`src/rtl/aim65_bus_pkg.sv`:
```
// Shared types and default AIM65 memory map for the bus matrix.
package aim65_bus_pkg;

    typedef enum logic {IDLE = 1'b0, WAIT = 1'b1} wait_state_t;

    localparam int unsigned SEL_W       = 5;
    localparam logic [SEL_W-1:0] SEL_NONE    = 5'd31;
    localparam logic [SEL_W-1:0] SEL_BANKREG = 5'd30;

    // Region 0 occupies the least-significant slice.
    localparam logic [11*16-1:0] DEF_BASE = {
        16'hAC00, 16'hA800, 16'hA400, 16'hA000, 16'hB000, 16'hC000,
        16'hD000, 16'hE000, 16'hF000, 16'h9000, 16'h0000};
    localparam logic [11*16-1:0] DEF_MASK = {
        16'hFF00, 16'hFF00, 16'hFF00, 16'hFF00, 16'hF000, 16'hF000,
        16'hF000, 16'hF000, 16'hF000, 16'hF000, 16'h8000};
    localparam logic [11*4-1:0]  DEF_WAIT = '0;

endpackage

```
`src/rtl/aim65_waitgen.sv`:
```
// Wait-state generator: stretches an access by wait_n cycles via rdy.
module aim65_waitgen
    import aim65_bus_pkg::*;
(
    input  logic       clk,
    input  logic       reset_n,
    input  logic       start,
    input  logic [3:0] wait_n,
    input  logic       hold,
    output logic       rdy,
    output logic       in_wait
);

    wait_state_t state;
    logic [3:0]  cnt;

    always_ff @(posedge clk or negedge reset_n) begin
        if (!reset_n) begin
            state <= IDLE;
            cnt   <= 4'd0;
        end else begin
            case (state)
                IDLE: begin
                    if (start && wait_n != 4'd0) begin
                        state <= WAIT;
                        cnt   <= wait_n - 4'd1;
                    end
                end
                WAIT: begin
                    // hold only freezes the countdown; a zero count always completes
                    if (cnt == 4'd0) begin
                        state <= IDLE;
                    end else if (!hold) begin
                        cnt <= cnt - 4'd1;
                    end
                end
                default: state <= IDLE;
            endcase
        end
    end

    assign rdy     = ~(((state == IDLE) && start && (wait_n != 4'd0)) ||
                       ((state == WAIT) && (cnt != 4'd0)));
    assign in_wait = (state == WAIT);

endmodule

```
`src/rtl/aim65_busmatrix.sv`:
```
// AIM65 address decoder, wait-state inserter and CPU read-data matrix.
// Optional open-bus read hold enabled by AIM65_BUSMATRIX_OPENBUS_EN.
module aim65_busmatrix
    import aim65_bus_pkg::*;
#(
    parameter int unsigned NUM_REGIONS   = 11,
    parameter logic [NUM_REGIONS*16-1:0] REGION_BASE = DEF_BASE,
    parameter logic [NUM_REGIONS*16-1:0] REGION_MASK = DEF_MASK,
    parameter logic [NUM_REGIONS*4-1:0]  REGION_WAIT = DEF_WAIT,
    parameter int unsigned BANK_REGION_A = 5,
    parameter int unsigned BANK_REGION_B = 6,
    parameter int unsigned NUM_BANKS     = 3,
    parameter int unsigned BANK_W        = 2,
    parameter logic [BANK_W-1:0] BANK_RESET    = 1,
    parameter logic [15:0]       BANK_REG_ADDR = 16'h8FF0
) (
    input  logic                     clk,
    input  logic                     reset_n,
    input  logic [15:0]              addr,
    input  logic                     cpu_vma,
    input  logic                     cpu_we,
    input  logic [7:0]               cpu_di,
    input  logic [NUM_REGIONS*8-1:0] dev_do,
    input  logic [NUM_BANKS*8-1:0]   bank_a_do,
    input  logic [NUM_BANKS*8-1:0]   bank_b_do,
    output logic [NUM_REGIONS-1:0]   cs,
    output logic [7:0]               cpu_data,
    output logic                     cpu_rdy,
    output logic [BANK_W-1:0]        bank_sel,
    output logic                     decode_miss
);

    logic             vma_ok;
    logic             bankreg_hit;
    logic             found;
    int unsigned      hit_idx;
    logic [3:0]       hit_wait;
    logic [SEL_W-1:0] sel_q;
    logic             in_wait;
    logic [7:0]       rd_data;
    logic             unused_di;

    // The CPU strobe is meaningless while reset is held.
    assign vma_ok      = cpu_vma & reset_n;
    assign bankreg_hit = (addr == BANK_REG_ADDR);
    assign unused_di   = &{1'b0, cpu_di[7:BANK_W]};

    // Priority decode: lowest matching index wins.
    always_comb begin
        found    = 1'b0;
        hit_idx  = 0;
        for (int i = NUM_REGIONS - 1; i >= 0; i--) begin
            if ((addr & REGION_MASK[i*16 +: 16]) == REGION_BASE[i*16 +: 16]) begin
                found   = 1'b1;
                hit_idx = i;
            end
        end
        hit_wait = REGION_WAIT[hit_idx*4 +: 4];
    end

    // During a stall the select follows the latched region, not addr.
    always_comb begin
        cs = '0;
        for (int i = 0; i < NUM_REGIONS; i++) begin
            if (in_wait)
                cs[i] = (sel_q == SEL_W'(i));
            else
                cs[i] = vma_ok && found && !bankreg_hit && (hit_idx == i);
        end
    end

    aim65_waitgen u_wait (
        .clk     (clk),
        .reset_n (reset_n),
        .start   (vma_ok && !in_wait && found && !bankreg_hit),
        .wait_n  (hit_wait),
        .hold    (~vma_ok),
        .rdy     (cpu_rdy),
        .in_wait (in_wait)
    );

    always_ff @(posedge clk or negedge reset_n) begin
        if (!reset_n) begin
            sel_q       <= SEL_NONE;
            bank_sel    <= BANK_RESET;
            decode_miss <= 1'b0;
        end else begin
            decode_miss <= vma_ok && !in_wait && !found && !bankreg_hit;
            if (vma_ok && !in_wait) begin
                if (bankreg_hit)
                    sel_q <= SEL_BANKREG;
                else if (found)
                    sel_q <= SEL_W'(hit_idx);
                else
                    sel_q <= SEL_NONE;
            end
            if (vma_ok && cpu_we && bankreg_hit)
                bank_sel <= cpu_di[BANK_W-1:0];
        end
    end

`ifdef AIM65_BUSMATRIX_OPENBUS_EN
    logic [7:0] last_q;

    always_ff @(posedge clk or negedge reset_n) begin
        if (!reset_n)
            last_q <= 8'h00;
        else if (sel_q != SEL_NONE)
            last_q <= rd_data;
    end
`endif

    always_comb begin
        rd_data = 8'h00;
        if (sel_q == SEL_BANKREG) begin
            rd_data = 8'(bank_sel);
        end else if (sel_q == SEL_NONE) begin
`ifdef AIM65_BUSMATRIX_OPENBUS_EN
            rd_data = last_q;
`else
            rd_data = 8'h00;
`endif
        end else if (sel_q == SEL_W'(BANK_REGION_A) || sel_q == SEL_W'(BANK_REGION_B)) begin
            // Bank 0 and out-of-range banks read as an empty socket.
            if (bank_sel != '0 && int'(bank_sel) <= int'(NUM_BANKS)) begin
                if (sel_q == SEL_W'(BANK_REGION_A))
                    rd_data = bank_a_do[(int'(bank_sel) - 1)*8 +: 8];
                else
                    rd_data = bank_b_do[(int'(bank_sel) - 1)*8 +: 8];
            end
        end else if (int'(sel_q) < int'(NUM_REGIONS)) begin
            rd_data = dev_do[int'(sel_q)*8 +: 8];
        end
    end

    assign cpu_data = rd_data;

endmodule

```
`config.mk`:
```
export PLATFORM = sky130hd
export DESIGN_NAME = aim65_busmatrix
export DESIGN_NICKNAME = d
export VERILOG_FILES = /design/src/rtl/aim65_bus_pkg.sv /design/src/rtl/aim65_waitgen.sv /design/src/rtl/aim65_busmatrix.sv
export SDC_FILE = /design/constraint.sdc
export NUM_CORES = 1
export LEC_CHECK = 0
export ABC_AREA = 1
export BUFFER_PORTS_ARGS = -buffer_cell sky130_fd_sc_hd__buf_2
export CAP_MARGIN = 15
export CORE_MARGIN = 1
export CORE_UTILIZATION = 46
export CTS_BUF_LIST = sky130_fd_sc_hd__clkbuf_8
export DETAILED_ROUTE_END_ITERATION = 8
export PLACE_DENSITY = 0.89
export RECOVER_POWER = 50
export SYNTH_ARGS = -nofsm -noshare
export SYNTH_HDL_FRONTEND = slang
export SYNTH_HIERARCHICAL = 1
export SYNTH_SLANG_ARGS = --single-unit
```
`constraint.sdc`:
```
create_clock -name clk -period 3 [get_ports clk]
set_input_delay 0.15 -clock clk [delete_from_list [all_inputs] [get_ports clk]]
set_output_delay 0.15 -clock clk [all_outputs]
set_load 0.02 [all_outputs]
```
==> run_results.csv, run 1 <==
group,metric,value,unit
synthesis,syn_inst,504,
synthesis,synth_top_area_cell,"nand2_1",
clock_network,clockRootBuffer,"clkbuf_8",
worst_hold_path,holdPathEnd,"bank_sel[1]",
synthesis,synth_top_family_by_area,"simple AND/OR/NAND/NOR gates",
floorplan,initial_core_util,0.493,
timing,setup_tns,0,ps
global_route,antenna_found_initial,0,
routing,drc,0,
worst_setup_path,r2r_cells,6,
routing,met2_length,4740,µm
timing,hold_viol,0,
timing,clock_skew,6.61,ps
power_and_ir_drop,p_leak,0.00209,µW
worst_setup_path,r2r_end,"u_wait/cnt[2]",
worst_setup_path,critPathSlowestCell,"dfstp_2",
placed_design,place.gp.congestion,0.894,
synthesis,synth.mux.area_fraction,0.00867,
synthesis,synthSimpleGateAreaFrac,0.582,
synthesis,yosys_most_used_dff,"dfrtp_1",
floorplan,die_x,77.1,µm
timing,max_freq,361,MHz
global_route,grt_remaining_overflow,0,
synthesis,synth_fa_ha_area_frac,0.00963,
worst_setup_path,cp.arrival,2620,ps
synthesis,synth_edf_count,0,
floorplan,core_area,0.00527,mm²
placed_design,dpl_cell_area,0.00354,mm²
synthesis,synth_cell_types,38,
clock_network,cts_num_sinks,13,
clock_network,clk_pin_slew_worst_paths,60,ps
synthesis,synth_area_leaders,"nand2_1, nand3_1, inv_1",
floorplan,die_area,0.00595,mm²
global_route,grt_pass1_wl,15200,µm
clock_network,cts_made_buffers,3,
routing,wirelength,9490,µm
synthesis,synthesis.area,0.00260,mm²
synthesis,ys_warn_count,6,
timing,whs,133,ps
routing,wl_met3,737,µm
floorplan,die_h,77.1,µm
worst_setup_path,worstSetupPathType,"reg -> out",
placed_design,port_buffers,180,
timing,post-route-min-period,2770,ps
synthesis,ys_ff_latch,13,
routing,drt_iter0_drc,235,
worst_setup_path,worstReg2RegStart,"u_wait/in_wait",
synthesis,synth_top_area_frac,0.322,
timing,maxSlewViolCount,0,
cells_and_area,drive_above_1_share,0.321,
flow_run,maxCapViolations,0,
floorplan,pin_count,187,
routing,wl_per_cell,12.6,µm
outcome,status,"complete, no violations",
cells_and_area,area_growth,37.9,%
clock_network,post-cts-setup-buffers,0,
worst_setup_path,critPathCaptureType,"output pin",
clock_network,ctsHtreeMaxLevel,1,
clock_network,clock_latency,250,ps
cells_and_area,final_nets,850,
power_and_ir_drop,worst_ir_drop_vdd,0.475,mV
timing,worst_pin_slew,664,ps
synthesis,async_flop_share,1.00,
routing,ant_nets,0,
worst_setup_path,crit_chain,"inv_2, nor2_4, inv_1, nor2_2, buf_4, nand2_1, nand3_1, nand4_1, a21oi_1, buf_2",
cells_and_area,layout_common_cells,"nand2_1, buf_2, nand3_1",
routing,dr.pass1.iters,5,
synthesis,synth_compound_area_frac,0.133,
routing,dr.max_layer_used,"met4",
synthesis,synth.avg_cell_area,5.15,µm²
worst_hold_path,min_path_cells,2,
worst_setup_path,crit_fanout,22,
synthesis,synthXorXnorAreaFrac,0.00337,
timing,rsz0062_at_grt,"no",
routing,vias,3974,
cells_and_area,mostFrequentLayoutCell,"nand2_1",
cells_and_area,diodes,0,
worst_setup_path,critPathMaxStageDelay,690,ps
routing,drt-vias-per-instance,5.28,
clock_network,cts_tree,"done",
timing,fin_crit_sh,0.924,
global_route,grt_pass1_vias,3619,
placed_design,place_hpwl,7690,µm
worst_setup_path,worstPathRequired,2850,ps
worst_hold_path,holdCritPathClass,"in -> reg",
global_route,grt_max_degree,26,
global_route,grt_use_total,0.306,
timing,max-slew-margin-rel,0.556,
routing,wl_met1,3710,µm
power_and_ir_drop,powerDensity,663,mW/mm²
clock_network,clk_path_buf_depth,2,
worst_hold_path,holdCritStartpoint,"cpu_di[1]",
worst_setup_path,start_kind,"flip-flop",
worst_setup_path,r2r_setup_slack,1090,ps
cells_and_area,final_area,0.00358,mm²
synthesis,ys_seq_area_frac,0.128,
timing,setup_viol,0,
floorplan,rows,26,
## synth_stat cells, types with 5 or more instances
cell and number:
a21oi_1 20, a22oi_1 6, nand2_1 223, dfstp_2 6, o21ai_0 15, nand2_2 7, inv_1 54, nand4_1 15
nand3_1 65, dfrtp_1 7, clkbuf_1 5, buf_2 5, buf_4 6, nor2_1 25
## how the worst max path moves through the flow
| stage | start | endpoint | slack, ps | depth (start not counted) |
|---|---|---|---|---|
| global route | sel_q[0] | cpu_data[2] | 50 | 10 |
| global placement | sel_q[0] | cpu_data[6] | 480 | 9 |
| detailed placement | sel_q[0] | cpu_data[2] | 420 | 10 |
| floorplan | bank_sel[0] | cpu_data[4] | 980 | 7 |
| CTS | sel_q[0] | cpu_data[2] | 150 | 10 |
| finish | sel_q[0] | cpu_data[2] | 230 | 10 |
## per-stage QoR
stage	setup WS [ps]	std cells	utilization	total power, µW
2_1_floorplan	976	511	-	1720
3_3_place_gp	479	748	0.671	2160
3_5_place_dp	417	748	0.671	2210
4_1_cts	146	753	0.682	2370
5_1_grt	45.9	753	0.679	2610
6_report	229	753	0.679	2380
## metal layers
layer,up-vias,GRT usage
li1,1969,-
met1,1756,0.357
met2,213,0.556
met3,36,0.0488
met4,0,0.113
met5,-,0
## logic make-up after synthesis
kind of cell | after synthesis
buffers and inverters | 79
xor gates and xnor gates | 1
and+or+nand+nor | 350
adders and majority gates | 2
AOI/OAI and AO/OA | 56
muxes | 2
DFF | 13
other | 1
## report_power, final
part | internal [µW] | switching (µW) | leakage (µW) | total, µW
logic | 625 | 1210 | 0.00191 | 1840
registers | 268 | 119 | 0.000153 | 387
clock network | 90.3 | 62.3 | 0.0000269 | 153
## worst max-delay path: cells and delay by family, from the launching register on
kind	cells	cell delay, ps
simple gates	5	730
buf+inv	4	770
compound gates	1	170
flops	1	690
## flip-flops by register name, indices dropped and copies added, names as in the netlist
register / count
u_wait/cnt: 4
bank_sel: 2
sel_q: 5
decode_miss: 1
u_wait/in_wait: 1
## timing repair
action                                  in CTS  in global routing
resized for setup                            0                  2
endpoints found under the setup margin       0                  8
hold buffers                                 1                  0
endpoints found under the hold margin        7                  0
## final cells by class
type	instances	area, µm²
fillers	522	1690
inverters	61	230
clock inverters	1	3.75
well taps	70	87.6
repair buffers	186	946
clock buffers	3	41.3
multi-input cells	419	1940
flip-flops and latches	13	333
(Power assumes the default switching activity.)
==> run 2, diff against run 1 <==
--- a/config.mk
+++ b/config.mk
@@ -5,14 +5,13 @@
 export SDC_FILE = /design/constraint.sdc
 export NUM_CORES = 1
 export LEC_CHECK = 0
-export ABC_AREA = 1
 export BUFFER_PORTS_ARGS = -buffer_cell sky130_fd_sc_hd__buf_2
 export CAP_MARGIN = 15
 export CORE_MARGIN = 1
-export CORE_UTILIZATION = 46
+export CORE_UTILIZATION = 44
 export CTS_BUF_LIST = sky130_fd_sc_hd__clkbuf_8
 export DETAILED_ROUTE_END_ITERATION = 8
-export PLACE_DENSITY = 0.89
+export PLACE_DENSITY = 0.9
 export RECOVER_POWER = 50
 export SYNTH_ARGS = -nofsm -noshare
 export SYNTH_HDL_FRONTEND = slang
==> run_results.csv, run 2 <==
group,metric,value,unit
outcome,status,"complete, no violations",
floorplan,die_area,0.00538,mm²
worst_setup_path,worstPathRequired,2850,ps
placed_design,port_buffers,164,
floorplan,die_h,73.3,µm
worst_setup_path,crit_fanout,11,
timing,setup_viol,0,
timing,post-route-min-period,2710,ps
global_route,grt_use_total,0.265,
synthesis,ys_warn_count,6,
clock_network,post-cts-setup-buffers,0,
routing,drt_iter0_drc,151,
cells_and_area,final_nets,619,
timing,hold_viol,0,
timing,max_freq,369,MHz
synthesis,synth.avg_cell_area,7.75,µm²
synthesis,synth_most_common_cell,"nand2_1",
worst_setup_path,r2r_setup_slack,1120,ps
synthesis,syn_inst,289,
synthesis,ys_ff_latch,13,
power_and_ir_drop,combPwrFrac,0.732,
cells_and_area,drive_above_1_share,0.442,
clock_network,cts_num_sinks,13,
routing,wl_per_cell,14.6,µm
worst_setup_path,cp.arrival,2560,ps
clock_network,cts_made_buffers,3,
placed_design,dpl_cell_area,0.00312,mm²
cells_and_area,multi_input_area,0.00176,mm²
cells_and_area,regArea,333,µm²
clock_network,clock_latency,240,ps
synthesis,synth_top_area_cell,"mux2i_1",
synthesis,synth_top_area_frac,0.0804,
cells_and_area,final_area,0.00314,mm²
global_route,grt_remaining_overflow,0,
cells_and_area,layout_common_cells,"buf_2, nand2_1, nor2_1",
timing,rsz0062_at_grt,"no",
global_route,grt_pass1_wl,11400,µm
power_and_ir_drop,switchingPower,1050,µW
power_and_ir_drop,sequentialPowerShare,0.193,
synthesis,yosys_most_used_dff,"dfrtp_1",
power_and_ir_drop,worst_ir_drop_vdd,0.387,mV
worst_setup_path,r2r_cells,5,
clock_network,clk_pin_slew_worst_paths,50,ps
timing,max-slew-margin-rel,0.318,
timing,maxSlewViolCount,0,
worst_setup_path,start_kind,"flip-flop",
worst_setup_path,critPathCaptureType,"output pin",
power_and_ir_drop,p_sw_frac,0.507,
worst_setup_path,r2r_end,"u_wait/cnt[2]",
timing,setup_tns,0,ps
worst_setup_path,worstSetupPathType,"reg -> out",
synthesis,synth_commonest_cells,"nand2_1, nor2_1, mux2i_1",
placed_design,dp_cells,514,
worst_setup_path,worstReg2RegStart,"u_wait/in_wait",
routing,ant_nets,0,
routing,dr.pass1.iters,4,
worst_setup_path,crit_end,"cpu_data[5]",
power_and_ir_drop,powerDensity,658,mW/mm²
synthesis,ys_seq_area_frac,0.149,
cells_and_area,nFillCells,445,
global_route,antenna_found_initial,0,
routing,wirelength,7580,µm
cells_and_area,top_register,"sel_q",
routing,drc,0,
worst_hold_path,holdCritPathClass,"in -> reg",
global_route,grt_pass1_vias,2616,
power_and_ir_drop,clockPowerShare,0.075,
synthesis,synth_area_leaders,"mux2i_1, mux4_2, dfrtp_1",
worst_setup_path,setup.worst_path.start,"bank_sel[0]",
floorplan,rows,25,
cells_and_area,reg_top3,"sel_q (5), u_wait/cnt (4), bank_sel (2)",
synthesis,synthesis.area,0.00224,mm²
cells_and_area,fin_cells,519,
routing,vias,2957,
clock_network,clockRootBuffer,"clkbuf_8",
cells_and_area,area_growth,40.0,%
cells_and_area,diodes,0,
placed_design,place.gp.congestion,0.877,
floorplan,pin_count,187,
clock_network,cts_tree,"done",
floorplan,core_area,0.00482,mm²
timing,fin_crit_sh,0.905,
placed_design,place_hpwl,6160,µm
synthesis,synth_cell_types,65,
cells_and_area,largest_register_ffs,5,
synthesis,synth_edf_count,0,
flow_run,maxCapViolations,0,
power_and_ir_drop,p_leak,0.00150,µW
clock_network,ctsHtreeMaxLevel,1,
routing,drt-vias-per-instance,5.70,
clock_network,clk_path_buf_depth,2,
power_and_ir_drop,intPower,1020,µW
timing,worst_pin_slew,1010,ps
cells_and_area,final_util,0.651,
synthesis,async_flop_share,1.00,
timing,clock_skew,4.89,ps
floorplan,initial_core_util,0.465,
floorplan,die_x,73.3,µm
global_route,grt_max_degree,24,
cells_and_area,mostFrequentLayoutCell,"buf_2",
run 2: critical path, cell delays in order (launching register included):
cell,delay [ps]
dfstp_2,660
clkinvlp_4,230
ha_1,350
clkinv_1,240
nor2_4,250
a31oi_1,110
a221o_1,320
buf_2,160
run 2: logic make-up (layout without fill, tap and decap cells):
group	after synthesis	after routing	share of synthesized area
and+or+nand+nor	127	127	0.299
AOI/OAI and AO/OA	83	83	0.285
buffers and inverters	31	185	0.0642
muxes	30	30	0.182
DFF	13	13	0.149
adders and majority gates	2	2	0.0112
xor gates and xnor gates	2	2	0.00782
other	1	10	0.00167
run 2: through the flow:
step / total power, µW / hold slack [ps] / worst slack (ps)
after global placement: 1880 / 55.8 / 427
after floorplan: 1520 / -146 / 575
after CTS: 2090 / 143 / 128
final: 2060 / 143 / 286
after global routing: 2230 / 146 / 65.6
after detailed placement: 1930 / 67.3 / 395
run 2: how the worst min path moves through the flow:
stage                         start        endpoint  slack (ps)  cells after the start
after floorplan             reset_n     bank_sel[1]        -150                      0
after global placement      reset_n     decode_miss          60                      1
after detailed placement    reset_n  u_wait/in_wait          70                      1
after CTS                 cpu_di[1]     bank_sel[1]         140                      2
after global routing      cpu_di[0]     bank_sel[0]         150                      2
final                     cpu_di[0]     bank_sel[0]         140                      2
run 2: layer usage:
metal / up-vias / wire length, µm / GRT usage
li1: 1436 / - / -
met3: 12 / 523 / 0.0219
met5: - / 0 / 0
met1: 1358 / 3060 / 0.342
met2: 151 / 3890 / 0.470
met4: 0 / 100 / 0.0812
run 2: repair_timing:
item                       4_1_cts  5_1_grt
gates resized for setup          0        3
hold buffers                     1        0
hold endpoints to repair         7        0
setup endpoints to repair        0        7
run 2: cell type report:
class	instances	share of cell area
Clock buffer	3	0.0132
Clock inverter	1	0.00120
Inverter	10	0.0132
Multi-Input combinational cell	254	0.561
Sequential cell	13	0.106
Tap cell	67	0.0267
Timing Repair Buffer	171	0.278
run 2: power by group through the flow:
stage | clock network (µW) | registers [µW] | logic [µW]
final | 154 | 398 | 1510
after floorplan | 0 | 317 | 1200
after global routing | 164 | 417 | 1650
after CTS | 156 | 413 | 1520
after global placement | 0 | 409 | 1470
after detailed placement | 0 | 415 | 1520
==> run 3, diff against run 2 <==
--- a/config.mk
+++ b/config.mk
@@ -11,7 +11,7 @@
 export CORE_UTILIZATION = 44
 export CTS_BUF_LIST = sky130_fd_sc_hd__clkbuf_8
 export DETAILED_ROUTE_END_ITERATION = 8
-export PLACE_DENSITY = 0.9
+export PLACE_DENSITY = 0.95
 export RECOVER_POWER = 50
 export SYNTH_ARGS = -nofsm -noshare
 export SYNTH_HDL_FRONTEND = slang
==> run_results.csv, run 3 (synthesized netlist as in run 2, its figures left out) <==
group,metric,value,unit
outcome,status,"complete, no violations",
clock_network,cts_tree,"done",
placed_design,port_buffers,164,
worst_setup_path,worstSetupPathType,"reg -> out",
worst_setup_path,crit_fanout,11,
timing,post-route-min-period,2760,ps
timing,setup_tns,0,ps
cells_and_area,largest_register_ffs,5,
worst_setup_path,critPathMaxStageDelay,670,ps
timing,max_freq,362,MHz
timing,fin_crit_sh,0.922,
timing,maxSlewViolCount,0,
timing,worst_pin_slew,984,ps
timing,rsz0062_at_grt,"no",
cells_and_area,drive_above_1_share,0.441,
worst_setup_path,start_kind,"flip-flop",
global_route,antenna_found_initial,0,
worst_setup_path,worstPathRequired,2850,ps
cells_and_area,layout_common_cells,"buf_2, nand2_1, nor2_1",
clock_network,ctsHtreeMaxLevel,1,
floorplan,core_area,0.00482,mm²
routing,vias,2971,
floorplan,pin_count,187,
worst_hold_path,holdPathEnd,"bank_sel[1]",
worst_setup_path,critPathSlowestCell,"dfstp_2",
clock_network,cts_made_buffers,3,
clock_network,post-cts-setup-buffers,0,
worst_setup_path,r2r_setup_slack,1120,ps
floorplan,die_area,0.00538,mm²
worst_setup_path,crit_chain,"clkinvlp_4, ha_1, clkinv_1, nor2_4, a31oi_1, a221o_1, buf_2",
routing,drt-vias-per-instance,5.74,
floorplan,initial_core_util,0.465,
routing,dr.pass1.iters,5,
global_route,grt_use_total,0.266,
timing,hold_viol,0,
worst_setup_path,cp.arrival,2610,ps
worst_hold_path,holdCritStartpoint,"cpu_di[1]",
cells_and_area,reg_top3,"sel_q (5), u_wait/cnt (4), bank_sel (2)",
placed_design,pre_cts_slack,322,ps
clock_network,clock_latency,250,ps
routing,ant_nets,0,
clock_network,clk_pin_slew_worst_paths,60,ps
floorplan,die_h,73.3,µm
cells_and_area,top_register,"sel_q",
placed_design,place_hpwl,6170,µm
timing,setup_viol,0,
timing,fin_ws,235,ps
worst_hold_path,holdCritPathClass,"in -> reg",
routing,drc,0,
flow_run,maxCapViolations,0,
global_route,grt_pass1_wl,11400,µm
power_and_ir_drop,p_leak,0.00150,µW
worst_hold_path,min_path_cells,2,
worst_setup_path,setup.worst_path.start,"bank_sel[0]",
floorplan,die_x,73.3,µm
routing,drt_iter0_drc,144,
clock_network,clockRootBuffer,"clkbuf_8",
clock_network,clk_path_buf_depth,2,
worst_setup_path,r2r_cells,4,
worst_setup_path,worstReg2RegStart,"u_wait/in_wait",
routing,wirelength,7780,µm
routing,wl_per_cell,15.0,µm
global_route,grt_pass1_vias,2585,
worst_setup_path,r2r_end,"u_wait/cnt[2]",
timing,clock_skew,1.49,ps
clock_network,cts_num_sinks,13,
global_route,grt_remaining_overflow,0,
cells_and_area,area_growth,39.7,%
timing,max-slew-margin-rel,0.342,
placed_design,place.gp.congestion,0.826,
power_and_ir_drop,powerDensity,658,mW/mm²
power_and_ir_drop,worst_ir_drop_vdd,0.368,mV
worst_setup_path,critPathCaptureType,"output pin",
floorplan,rows,25,
cells_and_area,mostFrequentLayoutCell,"buf_2",
global_route,grt_max_degree,25,
cells_and_area,diodes,0,
cells_and_area,final_nets,618,
## run 3: worst max-delay path, delay by kind of cell, from the launching register on
kind / cells / cell delay [ps]
AO/OA/AOI/OAI: 2 / 450
adder cells (fa/ha/maj): 1 / 350
buffers and inverters: 3 / 640
flip-flops: 1 / 670
AND/OR/NAND/NOR: 1 / 260
## run 3: metal layers
metal  up-vias  GRT usage  wire length, µm
met1      1335      0.329             3140
met3        10     0.0370              642
li1       1443          -                -
met2       183      0.485             3940
met5         -          0                0
met4         0     0.0684               53
## run 3: final cells by class
cell class                 count  area [µm²]
clock inverter                 1        3.75
sequential                    13         333
fill                         423        1690
inverter                      10        41.3
timing repair buffer         170         865
tap                           67        83.8
clock buffer                   3        41.3
multi-input combinational    254        1760
## run 3: timing repair
action,in CTS,in global routing
gates resized for setup,0,3
endpoints found under the hold margin,7,0
hold buffers,1,0
endpoints found under the setup margin,0,7
## run 3: how the worst max path moves through the flow
stage,slack (ps),endpoint,cells after the start
floorplan,570,cpu_data[2],7
global placement,430,cpu_data[4],7
detailed placement,320,cpu_data[5],7
CTS,40,cpu_data[5],7
global route,60,cpu_data[5],7
finish,240,cpu_data[5],7
## run 3: stage by stage
step	util	cells	hold WS (ps)	power, µW	instance area, µm²
after floorplan	-	298	-146	1520	2270
after global placement	0.645	513	56.3	1870	3110
after detailed placement	0.645	513	59.8	1910	3110
after CTS	0.657	518	114	2080	3160
after global routing	0.649	518	109	2210	3130
final	0.649	518	112	2060	3130
## run 3: where the power goes
part | leakage (µW) | total [µW] | internal, µW | switching, µW
clock | 0.0000269 | 157 | 90.6 | 66.6
sequential | 0.000150 | 428 | 260 | 169
combinational | 0.00132 | 1470 | 661 | 810
